[config.mk]
export PLATFORM = sky130hd
export DESIGN_NAME = crc_frame_appender
export DESIGN_NICKNAME = d
export VERILOG_FILES = /design/src/rtl/crc_frame_appender.sv
export SDC_FILE = /design/constraint.sdc
export NUM_CORES = 1
export LEC_CHECK = 0
export ABC_CLOCK_PERIOD_IN_PS = 1900
export CORE_ASPECT_RATIO = 1.1
export CORE_MARGIN = 1
export CORE_UTILIZATION = 49
export CTS_BUF_LIST = sky130_fd_sc_hd__clkbuf_8
export DETAILED_ROUTE_END_ITERATION = 10
export MAX_ROUTING_LAYER = met4
export PLACE_DENSITY = 0.83
export SYNTH_ARGS = -nofsm -noshare
export SYNTH_HDL_FRONTEND = slang
export SYNTH_SLANG_ARGS = --single-unit
[constraint.sdc]
create_clock -name clk -period 1.9 [get_ports clk]
set_input_delay 0.285 -clock clk [delete_from_list [all_inputs] [get_ports clk]]
set_output_delay 0.285 -clock clk [all_outputs]
set_load 0.005 [all_outputs]
[src/rtl/crc_frame_appender.sv]
// Forwards a serial data stream one cycle late and appends the finished CRC
// serially, producing one contiguous data+CRC frame closed by a done pulse.
module crc_frame_appender #(
    parameter int unsigned CRC_SIZE  = 32,
    parameter bit          MSB_FIRST = 1'b1,
    parameter int unsigned CNT_W     = 16
) (
    input  logic                clk,
    input  logic                rst,
    input  logic                serial_in,
    input  logic                enable_in,
    input  logic [CRC_SIZE-1:0] crc_in,
    output logic                frame_out,
    output logic                frame_valid,
    output logic                crc_phase,
    output logic                busy,
    output logic                done,
    output logic                overrun,
    output logic [CNT_W-1:0]    data_count
);

    localparam int unsigned   BW       = $clog2(CRC_SIZE + 1);
    localparam logic [BW-1:0] LAST_IDX = BW'(CRC_SIZE - 1);

    typedef enum logic [1:0] {
        S_IDLE,
        S_DATA,
        S_CRC,
        S_DONE
    } state_t;

    state_t              state;
    logic [CRC_SIZE-1:0] shift_reg;
    logic [BW-1:0]       bit_cnt;

    logic                crc_first;
    logic [CRC_SIZE-1:0] crc_rest;
    logic                sr_first;
    logic [CRC_SIZE-1:0] sr_rest;

    // The first CRC bit goes straight to frame_out on the load edge; the
    // shift register only holds the remaining bits.
    always_comb begin
        crc_first = MSB_FIRST ? crc_in[CRC_SIZE-1] : crc_in[0];
        crc_rest  = MSB_FIRST ? (crc_in << 1) : (crc_in >> 1);
        sr_first  = MSB_FIRST ? shift_reg[CRC_SIZE-1] : shift_reg[0];
        sr_rest   = MSB_FIRST ? (shift_reg << 1) : (shift_reg >> 1);
    end

    always_ff @(posedge clk or negedge rst) begin
        if (!rst) begin
            state       <= S_IDLE;
            shift_reg   <= '0;
            bit_cnt     <= '0;
            frame_out   <= 1'b0;
            frame_valid <= 1'b0;
            crc_phase   <= 1'b0;
            busy        <= 1'b0;
            done        <= 1'b0;
            overrun     <= 1'b0;
            data_count  <= '0;
        end else begin
            done    <= 1'b0;
            overrun <= 1'b0;
            case (state)
                S_IDLE: begin
                    if (enable_in) begin
                        frame_out   <= serial_in;
                        frame_valid <= 1'b1;
                        data_count  <= CNT_W'(1);
                        busy        <= 1'b1;
                        state       <= S_DATA;
                    end
                end
                S_DATA: begin
                    if (enable_in) begin
                        frame_out <= serial_in;
                        if (data_count != '1) begin
                            data_count <= data_count + CNT_W'(1);
                        end
                    end else begin
                        shift_reg <= crc_rest;
                        frame_out <= crc_first;
                        crc_phase <= 1'b1;
                        bit_cnt   <= LAST_IDX;
                        state     <= S_CRC;
                    end
                end
                S_CRC: begin
                    overrun <= enable_in;
                    if (bit_cnt == '0) begin
                        frame_out   <= 1'b0;
                        frame_valid <= 1'b0;
                        crc_phase   <= 1'b0;
                        done        <= 1'b1;
                        state       <= S_DONE;
                    end else begin
                        frame_out <= sr_first;
                        shift_reg <= sr_rest;
                        bit_cnt   <= bit_cnt - BW'(1);
                    end
                end
                S_DONE: begin
                    busy  <= 1'b0;
                    state <= S_IDLE;
                end
                default: state <= S_IDLE;
            endcase
        end
    end

endmodule

======== Word level (Yosys, flattened, before mapping) ========
Cells that the tools add are included.
operators by class
  $add $sub $neg .......................... 2
  equality and inequality tests ........... 10
  muxes and demuxes ....................... 27
  reductions and logical operators ........ 14
operator list
  operator                                              count
  two-way mux 32 bit                                    2
  one-hot mux 32 bit (2 select lines)                   1
  two-way mux 16 bit                                    3
  one-hot mux 16 bit (2 select lines)                   1
  adder 16 x 1 -> 16 bit (second input constant)        1
  != test 16 bit (second input constant)                1
  two-way mux 6 bit                                     2
  != test 2 bit (second input constant)                 6
  one-hot mux 6 bit (2 select lines)                    1
  AND reduction 3 bit                                   4
  two-way mux 1 bit                                     9
  one-hot mux 2 bit (4 select lines)                    1
  nonzero test 2 bit                                    4
  zero test 6 bit                                       1
  two-way mux 2 bit                                     3
  one-hot mux 1 bit (2 select lines)                    3
  subtractor 6 x 1 -> 6 bit (second input constant)     1
  equality test 2 bit (second input constant)           2
  AND reduction 2 bit                                   2
  AND reduction 4 bit                                   1
  one-hot mux 1 bit (3 select lines)                    1
  nonzero test 3 bit                                    1
  equality test 2 x 1 -> 1 bit (second input constant)  1
  zero test 2 bit                                       1
storage, ports and cells
  flip-flop bits (word level) ............. 62
  bits of input ports ..................... 36
  output and inout port bits .............. 22
  logic and storage cells ................. 63

======== Logic depth before layout (Yosys ltp) ========
  word-level depth ........................ 4
  mapped depth ............................ 8
  gate-level depth less buffers ........... 6

======== Worst setup path after synthesis ========
No wires, ideal clock.
  path type ............................... reg-to-reg
  start point ............................. register state[0]
  end point ............................... register shift_reg[16]
  library setup time ...................... 0.125 ns
  data arrival time ....................... 1.859 ns
  data required time ...................... 1.775 ns
  path slack .............................. -0.083 ns
  stages on the path, launching flop included .. 9
  path buffers ............................ 2
  period minus slack after synthesis ...... 1.983 ns
  path through ............................ dfrtp_1 > inv_1 > ha_1 > clkbuf_1 > nand4_1 > inv_1 > nor3_2 > buf_2 > mux2_2
on the way
  word-level cells in the longest chain between the ends .. 3
  elaborated cells on any way between the ends .. 7
  those cells by class .................... eq/ne (4); mux (1); reduce/logical (2)
ends and longest elaborated chain
  what                                                                  RTL line  RTL
  from (decl)                                                           32        state_t state;
  from (signal assigned)                                                52        state <= S_IDLE;
  from (signal assigned)                                                72        state <= S_DATA;
  from (signal assigned)                                                86        state <= S_CRC;
  equality test 2 bit or equality test 2 x 1 -> 1 bit (tied branches)   65        case (state)
  != test 2 bit (no source line) or nonzero test 2 bit (tied branches)  --
  AND reduction 3 bit (no source line)                                  --
  to (signal assigned)                                                  82        shift_reg <= crc_rest;
  to (signal assigned)                                                  99        shift_reg <= sr_rest;
  to (decl)                                                             33        logic [CRC_SIZE-1:0] shift_reg;
Several ways; a longest one is shown, not always the timed one.
A chain may end at the register's enable or synchronous reset.

======== Worst setup path after layout ========
  start point ............................. register bit_cnt[3]
  end point ............................... register shift_reg[19]
on the way
  word-level cells in the longest chain between the ends .. 3
ends and longest elaborated chain
  what                                  RTL line  RTL
  from (decl)                           34        logic [BW-1:0] bit_cnt;
  from (signal assigned)                100       bit_cnt <= bit_cnt - BW'(1);
  zero test 6 bit                       91        if (bit_cnt == '0) begin
  != test 2 bit (no source line)        --
  AND reduction 3 bit (no source line)  --
Every way passes these cells.

==> flow_metrics.py <==
metrics = {
    "finish": {
        "largest_reg_flops": 31,
        "post-route-util_pct": 70.93,
        "drive_above_1_share_pct": 39.11,
        "areaGrowthSynthToFinish_pct": 40.44,
        "final_cells": 486,
        "fin_nets": 442,
        "diodes": 0,
        "layout_common_cells": "61 x mux2_2, 58 x dfrtp_1, 56 x clkdlybuf4s50_1",
        "layout_commonest_cell": "mux2_2",
        "stdcell_area_sq_um": 4649,
    },
    "die": {
        "die_h_um": 88.21,
        "dieArea_sq_um": 7089,
        "ios": 58,
        "die_x_um": 80.37,
        "row_count": 31,
        "core-area_sq_um": 6555,
        "start_util_pct": 50.51,
    },
    "logic_synthesis": {
        "synth-seq-cells": 61,
        "dominantRegCellSynth": "dfrtp_1",
        "seq_area_frac_synth_pct": 46.11,
        "yosys_warnings": 0,
        "synth-edff-count": 0,
        "synth_nets": 344,
        "synthArstFlopShare_pct": 100.0,
        "synth.avg_cell_area_sq_um": 11.00,
        "synth_cells": 301,
        "syn-cell-area_sq_um": 3311,
        "synth_cell_types": 48,
    },
    "sta": {
        "min_period_ns": 1.944,
        "fin_crit_sh_pct": 102.3,
        "fin_worst_skew_ns": 0.008852,
        "setup_viol": 23,
        "tightestPinTransition_ns": 0.4114,
        "rsz0062_at_grt": "yes",
        "fin_ws_ns": -0.04364,
        "maxSlewHeadroom_pct": 72.54,
        "fmax_mhz": 514.5,
        "drv_slew": 0,
        "whs_ns": 0.4706,
        "hold_viol": 0,
    },
    "clock_network": {
        "worstSkewPairLatency_ns": 0.34,
        "cts_sinks": 61,
        "clockRootBuffer": "clkbuf_8",
        "cts_buffers": 9,
        "cts.path.max_buffers": 2,
        "clkTransAtPathRegs_ns": 0.07,
        "h-tree-depth": 3,
        "cts_tree": "built",
    },
    "setup_path": {
        "cp-endpoint": "shift_reg[19]$_DFFE_PN0P_",
        "critPathRequiredTime_ns": 2.13,
        "start_kind": "register",
        "r2r-start": "bit_cnt[3]$_DFFE_PN0P_",
        "regToRegSetupSlack_ns": -0.04,
        "cp-end-kind": "register",
        "crit_arrival_ns": 2.17,
        "worstPathMaxFanout": 8,
        "startpoint": "bit_cnt[3]$_DFFE_PN0P_",
        "r2r_cells": 8,
        "r2r-end": "shift_reg[19]$_DFFE_PN0P_",
        "crit_type": "reg2reg",
    },
    "job": {
        "maxCapViolations": 0,
    },
    "global_routing": {
        "grt_overflow_total": 0,
        "grt_pass1_vias": 2725,
        "antenna_found_initial": 0,
        "grtUsageTotal_pct": 24.44,
        "grt_max_degree": 62,
        "grt_pass1_wl_mm": 12.74,
    },
    "drt": {
        "viasPerCell": 5.934,
        "drt-total-wl_mm": 8.547,
        "drt_first_pass_iters": 5,
        "wl_per_cell_um": 17.59,
        "drc": 0,
        "drtIter0Drc": 135,
        "vias": 2884,
        "antenna_left": 0,
    },
    "place": {
        "place_inst": 460,
        "gp_congestion": 0.9122,
        "port_buffers": 57,
        "dpl.hpwl_mm": 5.351,
        "place_area_sq_um": 4223,
    },
    "hold_path": {
        "worstHoldPathType": "in2async",
    },
    "power_and_ir_drop": {
        "p_per_area_nw_per_um2": 1459,
        "max-vdd-ir-drop_mv": 1.094,
        "fin_total_pwr_mw": 6.785,
        "p_leak_nw": 1.961,
    },
    "run_status": {
        "violations": "setup timing",
        "outcome": "complete, but fails checks",
    },
}
## what timing repair did
action,in CTS,in global routing
pin swaps,1,7
resized for setup,7,24
setup buffers,0,6
hold buffers,1,0
hold endpoints to repair,61,0
cloned,0,3
endpoints found under the setup margin,42,39
## worst max-delay path, stage by stage, from the launching register on
cell and delay (ns):
dfrtp_1 0.39, buf_4 0.16, nor2_1 0.28, nand4_1 0.21
inv_2 0.13, nor3_4 0.06, buf_12 0.14, clkbuf_16 0.16
mux2_2 0.28
## per-layer routing
layer  vias to the layer above  GRT usage [%]  part of all wire, %
met5                         -              -                    0
met2                       137          40.29                   53
met4                         0          12.66                  3.8
met3                        38          4.124                  5.2
met1                      1385          28.68                   38
li1                       1324              -                    -
## worst min path at each step
stage | cells past startpoint | end
2_1_floorplan | 0 | bit_cnt[0]$_DFFE_PN0P_
3_3_place_gp | 2 | data_count[5]$_DFFE_PN0P_
3_5_place_dp | 2 | data_count[5]$_DFFE_PN0P_
4_1_cts | 3 | data_count[5]$_DFFE_PN0P_
5_1_grt | 3 | data_count[3]$_DFFE_PN0P_
6_report | 3 | data_count[3]$_DFFE_PN0P_
## Yosys cell counts (all sizes together) (2+ instances only)
master   n  area share, %
ha       7            2.6
dfrtp   61             46
a211o    2           0.53
o211ai   2           0.45
o21ai   16            2.4
or2      2           0.38
nand2b   2           0.38
buf      6           0.87
nor4     3            1.0
and2     2           0.38
and3     4           0.79
inv     11            1.2
nor2    15            1.7
o22ai    2           0.38
a22o     3           0.79
nand2   12            1.4
nand3   12            1.8
and4     2           0.57
o41ai    3           0.79
or3      3           0.57
nand4    7            1.8
o31ai   11            2.5
a21oi   11            1.7
a31oi    4           0.76
nor3     5           0.91
clkbuf  12            1.4
mux2i    2           0.60
a211oi   3           0.68
mux2    61             21
or4b     2           0.60
or4      3           0.68
nor3b    2           0.45
## power by group
part / switching (mW) / leakage, nW / internal [mW] / total [mW]
Combinational: 1.51 / 1.13 / 2.05 / 3.56
Sequential: 0.295 / 0.738 / 1.80 / 2.10
Clock: 0.533 / 0.0964 / 0.598 / 1.13
## layout make-up
cell class              count  area [sq um]
fillers                   453          1906
multi-input cells         211          1775
flip-flops and latches     61          1530
repair buffers            105          1008
clock buffers               9         123.9
well taps                  82         102.6
clock inverters             7         67.56
inverters                  11         41.29
## kinds of logic (layout without fill, tap and decap cells)
kind of cell	Yosys count	after routing	synth area share [%]
AOI/OAI and AO/OA	63	63	12.59
adders and majority gates	7	7	2.645
and+or+nand+nor	78	78	13.79
DFF	61	61	46.11
muxes	63	63	21.35
buffers and inverters	29	132	3.514
## stage by stage
stage	TNS, ns	setup WS [ns]
2_1_floorplan	0	0.002095
3_3_place_gp	-0.09546	-0.06456
3_5_place_dp	-1.914	-0.1696
4_1_cts	0	0.003798
5_1_grt	-0.8746	-0.05709
6_report	-0.5260	-0.04364
No activity file was read; power rests on OpenSTA's default activity.
